<file path="src/rtl/comb_lock_pkg.sv">
// Shared types and constants for the three-button combination lock.
package comb_lock_pkg;

  localparam int unsigned BTN_W   = 3;
  localparam int unsigned STATE_W = 4;

  typedef enum logic [STATE_W-1:0] {
    S0      = 4'd0,
    S1      = 4'd1,
    S2      = 4'd2,
    S3      = 4'd3,
    S4      = 4'd4,
    S5      = 4'd5,
    S6      = 4'd6,
    S7      = 4'd7,
    OPEN    = 4'd8,
    LOCKOUT = 4'd9
  } state_t;

  localparam logic [BTN_W-1:0] BTN_NONE = 3'b000;
  localparam logic [BTN_W-1:0] BTN_A    = 3'b001;
  localparam logic [BTN_W-1:0] BTN_B    = 3'b010;
  localparam logic [BTN_W-1:0] BTN_C    = 3'b100;

  function automatic logic is_onehot3(input logic [BTN_W-1:0] v);
    return (v == BTN_A) || (v == BTN_B) || (v == BTN_C);
  endfunction

endpackage

</file>
<file path="src/rtl/comb_lock_input.sv">
// Button front end: 2-flop synchronizer, previous-sample register and press decode.
module comb_lock_input
  import comb_lock_pkg::*;
(
  input  logic             clk,
  input  logic             rst_n,
  input  logic [BTN_W-1:0] comb,
  output logic [BTN_W-1:0] btn_c,
  output logic             press_c,
  output logic             illegal_c,
  output logic             idle_c
);

  logic [BTN_W-1:0] sync1_q, sync1_d;
  logic [BTN_W-1:0] sync2_q, sync2_d;
  logic [BTN_W-1:0] prev_q,  prev_d;

  always_comb begin
    sync1_d = comb;
    sync2_d = sync1_q;
    prev_d  = sync2_q;
  end

  always_ff @(posedge clk or negedge rst_n) begin
    if (!rst_n) begin
      sync1_q <= BTN_NONE;
      sync2_q <= BTN_NONE;
      prev_q  <= BTN_NONE;
    end else begin
      sync1_q <= sync1_d;
      sync2_q <= sync2_d;
      prev_q  <= prev_d;
    end
  end

  // A press is a single button rising out of the all-released state.
  always_comb begin
    btn_c     = sync2_q;
    idle_c    = (sync2_q == BTN_NONE);
    illegal_c = !idle_c && !is_onehot3(sync2_q);
    press_c   = is_onehot3(sync2_q) && (prev_q == BTN_NONE);
  end

endmodule

</file>
<file path="src/rtl/comb_lock.sv">
// Combination lock FSM: matches NUM_DIGITS one-hot presses, with timed lockout and optional relock.
module comb_lock
  import comb_lock_pkg::*;
#(
  parameter int unsigned              NUM_DIGITS     = 4,
  parameter logic [3*NUM_DIGITS-1:0]  CODE           = {BTN_A, BTN_B, BTN_C, BTN_A},
  parameter int unsigned              LOCKOUT_CYCLES = 16,
  parameter int unsigned              RELOCK_CYCLES  = 0
) (
  input  logic       clk,
  input  logic       rst_n,
  input  logic [2:0] comb,
  output logic       unlock
);

  localparam int unsigned CNT_MAX = (LOCKOUT_CYCLES > RELOCK_CYCLES) ? LOCKOUT_CYCLES
                                                                     : RELOCK_CYCLES;
  localparam int unsigned CNT_W   = $clog2(CNT_MAX + 1);

  if ((NUM_DIGITS < 2) || (NUM_DIGITS > 8)) begin : g_bad_num_digits
    $error("comb_lock: NUM_DIGITS must be in 2..8");
  end
  if (LOCKOUT_CYCLES < 1) begin : g_bad_lockout
    $error("comb_lock: LOCKOUT_CYCLES must be >= 1");
  end
  for (genvar i = 0; i < NUM_DIGITS; i++) begin : g_code_chk
    if (!is_onehot3(CODE[3*i +: 3])) begin : g_bad_digit
      $error("comb_lock: CODE digit is not one-hot");
    end
  end

  logic [BTN_W-1:0] btn_c;
  logic             press_c;
  logic             illegal_c;
  logic             idle_c;

  comb_lock_input u_input (
    .clk       (clk),
    .rst_n     (rst_n),
    .comb      (comb),
    .btn_c     (btn_c),
    .press_c   (press_c),
    .illegal_c (illegal_c),
    .idle_c    (idle_c)
  );

  state_t           state_q, state_d;
  logic [CNT_W-1:0] cnt_q,   cnt_d;
  logic             unlock_q, unlock_d;

  logic [2:0]       idx_c;
  logic [BTN_W-1:0] digit_c;
  logic             last_c;

  // Expected button for the current digit position.
  always_comb begin
    idx_c   = state_q[2:0];
    digit_c = BTN_NONE;
    for (int i = 0; i < NUM_DIGITS; i++) begin
      if (idx_c == 3'(i)) digit_c = CODE[3*i +: 3];
    end
    last_c  = (idx_c == 3'(NUM_DIGITS - 1));
  end

  always_ff @(posedge clk or negedge rst_n) begin
    if (!rst_n) begin
      state_q  <= S0;
      cnt_q    <= '0;
      unlock_q <= 1'b0;
    end else begin
      state_q  <= state_d;
      cnt_q    <= cnt_d;
      unlock_q <= unlock_d;
    end
  end

  // One counter serves both LOCKOUT and OPEN; the two never overlap.
  always_comb begin
    state_d = state_q;
    cnt_d   = cnt_q;
    case (state_q)
      OPEN: begin
        if (illegal_c) begin
          state_d = LOCKOUT;
          cnt_d   = CNT_W'(LOCKOUT_CYCLES);
        end else if (press_c) begin
          state_d = S0;
        end else if (RELOCK_CYCLES > 0) begin
          if (cnt_q <= CNT_W'(1)) state_d = S0;
          else                    cnt_d   = cnt_q - CNT_W'(1);
        end
      end
      LOCKOUT: begin
        if (cnt_q != '0) cnt_d   = cnt_q - CNT_W'(1);
        else if (idle_c) state_d = S0;
      end
      default: begin
        if (illegal_c) begin
          state_d = LOCKOUT;
          cnt_d   = CNT_W'(LOCKOUT_CYCLES);
        end else if (press_c) begin
          if (btn_c == digit_c) begin
            if (last_c) begin
              state_d = OPEN;
              cnt_d   = CNT_W'(RELOCK_CYCLES);
            end else begin
              state_d = state_t'(state_q + 4'd1);
            end
          end else if (btn_c == CODE[2:0]) begin
            state_d = S1;
          end else begin
            state_d = S0;
          end
        end
      end
    endcase
  end

  always_comb begin
    unlock_d = (state_d == OPEN);
  end

  assign unlock = unlock_q;

endmodule

</file>
<file path="config.mk">
export PLATFORM = sky130hd
export DESIGN_NAME = comb_lock
export DESIGN_NICKNAME = d
export VERILOG_FILES = /design/src/rtl/comb_lock_pkg.sv /design/src/rtl/comb_lock_input.sv /design/src/rtl/comb_lock.sv
export SDC_FILE = /design/constraint.sdc
export NUM_CORES = 1
export LEC_CHECK = 0
export ABC_AREA = 1
export CORE_MARGIN = 4
export CORE_UTILIZATION = 35
export DETAILED_ROUTE_END_ITERATION = 12
export HOLD_SLACK_MARGIN = 0.05
export SETUP_SLACK_MARGIN = 0.15
export SYNTH_ARGS = -nofsm -noshare
export SYNTH_HDL_FRONTEND = slang
export SYNTH_SLANG_ARGS = --single-unit
</file>
<file path="constraint.sdc">
create_clock -name clk -period 2.2 [get_ports clk]
set_input_delay 0.55 -clock clk [delete_from_list [all_inputs] [get_ports clk]]
set_output_delay 0.55 -clock clk [all_outputs]
set_load 0.01 [all_outputs]
</file>
==> reports/metrics.sh <==
DRT_WL_TOTAL_MM=2.34
FINALWORSTSETUPSLACK_NS=0.320
CORE_OUTLINE_AREA_SQ_UM=3050
GP_CONGESTION=0.854
DRV.MAX_CAP_VIOLATION_COUNT=0
DIEWIDTH_UM=64.3
CRITICAL_PATH_PEAK_FANOUT=6
WORSTSKEWPAIRLATENCY_NS=0.29
DR.FIRST_ITER.DRC_COUNT=46
R2R_START='state_q[0]'
FINAL_HOLD_VIOL_COUNT=0
SLEW_HEADROOM_PCT=79.3
WORST_HOLD_PATH_TYPE='flop to flop'
WORST_CASE_CLOCK_SKEW_NS=0.00400
PORT_BUFFERS=5
FLOORPLAN.INITIALDENSITY_PCT=36.4
CELL_TAKING_THE_MOST_AREA_AFTER_SYNTHESIS='sky130_fd_sc_hd__dfrtp_1'
SETUP-VIOLATIONS-FINAL=0
FIRST_PASS_GRT_WIRE_LENGTH_MM=4.06
CTS.HOLD.BUFFERS_ADDED=0
SYNTH.YOSYS.SEQ_AREA_SHARE_PCT=42.8
SETUP_TOTAL_NEGATIVE_SLACK_NS=0
STD_CELL_ROWS=20
YOSYS_WARNINGS=0
COMBINATIONAL_CELL_FRACTION_OF_TOTAL_POWER_PCT=56.6
PLACEMENT.SETUP.WORST_SLACK_NS=0.279
TRITONCTS='yes'
POST_SYNTH_MAIN_AREA_CONTRIBUTORS='sky130_fd_sc_hd__dfrtp_1 (43%), sky130_fd_sc_hd__nand2_1 (13%), sky130_fd_sc_hd__nand3_1 (7.7%)'
DETAIL_ROUTE.FIRST_PASS.ITERATIONS=4
CTS.HTREE.LEVELS=1
SYN_AREA_PER_CELL_SQ_UM=7.56
MIN_PERIOD_OVER_PERIOD_PCT=85.5
CTS.SINKS=19
SYNTH.TOP_CELL.AREA_SHARE_PCT=42.8
HOLDCRITSTARTPOINT='u_input.sync1_q[1]'
STANDBY_LEAKAGE_POWER_nW=0.669
CTS-ROOT-TO-SINK-BUFFERS=2
PWR-SHARE-CLK_PCT=11.3
ANTENNA_VIOLATIONS_BEFORE_REPAIR=0
PLACED_CELLS=197
RUN_STATUS='complete, no violations'
FINALMAXSLEWVIOLATIONS=0
ROOT_CELL_OF_THE_CLOCK_TREE='sky130_fd_sc_hd__clkbuf_4'
CTS-BUFFERS-INSERTED=3
DIE_HEIGHT_UM=64.3
NUM_VIAS=954
DRT.ANTENNA.VIOLATING_NETS=0
POWER.TOTAL_mW=1.55
SWITCHING_POWER_uW=719
GRT_OVERFLOW_TOTAL=0
WORST_PIN_SLEW_NS=0.310
WORST-SETUP-PATH-TYPE='flop to flop'
POST_SYNTH_NUM_CELL_TYPES=22
ROUTED_VIA_DENSITY=4.70
GRT_PASS1_VIAS=953
WORST_IR_DROP_VDD_V=0.000638
CLK_PIN_SLEW_WORST_PATHS_NS=0.11
FINAL_NETS=170
P_INT_uW=834
SWITCHING_SHARE_PCT=46.3
NETLIST_INSTANCES=147
DESIGN.DIE.AREA_SQ_UM=4140
CRITPATHLAUNCHTYPE='flop'
DR_WL_CELL_UM=11.5
POSTSYNTHREGISTERBITS=19
FINAL_LAYOUT_SIZE_SUFFIX_GT1_SHARE_PCT=16.4
GLOBAL_ROUTE.USAGE.TOTAL_PCT=12.2
ARRIVAL_NS=2.07
POST-DP-HPWL_MM=1.77
SYN_TO_FINAL_GROWTH_PCT=16.8
SEQPWRFRAC_PCT=32.1
CRITICAL_PATH.STARTPOINT='state_q[0]'
POWER_DENSITY_nW_PER_UM2=1200
ROUTE.DETAILED.DRC=0
SYNTH_NET_COUNT=157
REQUIRED_TIME_AT_THE_WORST_SLACK_ENDPOINT_NS=2.39
INSTANCES_NO_FILL=203
GRT_START_MAX_NET_PINS=20
INSERTEDDIODECOUNT=0
FINAL_PERIOD_MINUS_WORST_SETUP_SLACK_NS=1.88
BOUNDARYPINS=6
WORST_SETUP_PATH_END_KIND='flop'
POST_SYNTHESIS_INSTANCE_AREA_SQ_UM=1110
TIMING.FMAX_MHz=532
RSZ0062_AT_GRT='no'
[power by group through the flow]
stage	combinational [mW]	sequential (mW)	clock [mW]
finish	0.880	0.498	0.175
global route	1.00	0.511	0.206
CTS	0.803	0.496	0.183
detailed placement	0.799	0.504	0
global placement	0.780	0.501	0
floorplan	0.631	0.488	0
[routing by layer]
layer	GRT usage, %	wire length, um	vias to the layer above
met2	22.0	1200	7
met4	3.17	23	0
met1	14.6	1060	454
met3	2.64	49	2
li1	-	-	491
met5	0	0	-
[registers in the layout, summed over array words and instances (netlist names)]
name / count
cnt_q: 5
state_q: 4
u_input.btn_c: 3
u_input.prev_q: 3
u_input.sync1_q: 3
unlock: 1
[synthesized netlist by cell type, drive strengths merged]
library cell / number
nand2: 45
inv: 21
dfrtp: 19
nand3: 18
nor2: 15
o21ai: 10
ha: 5
a21oi: 4
and2: 2
nor3: 2
or2: 2
clkinv: 1
nand3b: 1
nand4: 1
xnor2: 1
[cells in the final DEF (no fill, tap or decap), drive strengths merged]
cell type       n
clkdlybuf4s50   5
dfrtp          19
clkinv          1
and2            2
inv            21
nand3          19
nand3b          1
ha              5
a21oi           4
nor2           15
nand4           1
nor3            2
o21ai          10
buf             2
xnor2           1
clkbuf          4
or2             2
nand2          45
[per-stage QoR]
stage	hold slack [ns]	util, %	area (sq um)
finish	0.355	42.5	1300
detailed placement	0.337	40.1	1220
CTS	0.367	40.9	1250
global route	0.375	42.5	1300
global placement	0.334	40.1	1220
floorplan	0.254	-	1110
[worst max-delay path, stage by stage (launching register included)]
cell	delay [ns]
sky130_fd_sc_hd__dfrtp_2	0.46
sky130_fd_sc_hd__ha_1	0.27
sky130_fd_sc_hd__nor2_2	0.14
sky130_fd_sc_hd__nand2_1	0.06
sky130_fd_sc_hd__nand2_1	0.07
sky130_fd_sc_hd__nand2_2	0.06
sky130_fd_sc_hd__nor2_4	0.12
sky130_fd_sc_hd__nand2_2	0.09
sky130_fd_sc_hd__o21ai_4	0.23
sky130_fd_sc_hd__nand3_4	0.13
sky130_fd_sc_hd__nand2_1	0.08
sky130_fd_sc_hd__o21ai_1	0.06
[final cells by class]
cell class                      count  area (sq um)
Clock buffer                        4          26.3
Fill cell                         323          1760
Inverter                           22          82.6
Multi-Input combinational cell    107           592
Sequential cell                    19           477
Tap cell                           44          55.1
Timing Repair Buffer                7          65.1
[kinds of logic after synthesis]
kind of cell               after synthesis  share of synthesized area (%)
buffers and inverters                   22                           7.43
adders and majority gates                5                           5.63
xor gates and xnor gates                 1                          0.788
DFF                                     19                           42.8
and+or+nand+nor                         86                           36.4
AOI/OAI and AO/OA                       14                           6.98
[repair_timing]
item,CTS,global route
resized for setup,0,8
buffers inserted,0,1
endpoints found under the setup margin,0,6
endpoints found under the hold margin,0,0
[worst paths after layout]
path                                    endpoint  slack [ns]  depth (start not counted)
worst max-delay path                    cnt_q[4]        0.32                         11
worst min-delay path            u_input.btn_c[1]        0.35                          0
worst max register to register          cnt_q[4]        0.32                         11
worst min register to register  u_input.btn_c[1]        0.35                          0
max in group asynchronous             state_q[0]        1.41                          2
min in group asynchronous               cnt_q[3]        0.57                          2
No activity file was read; power rests on OpenSTA's default activity.
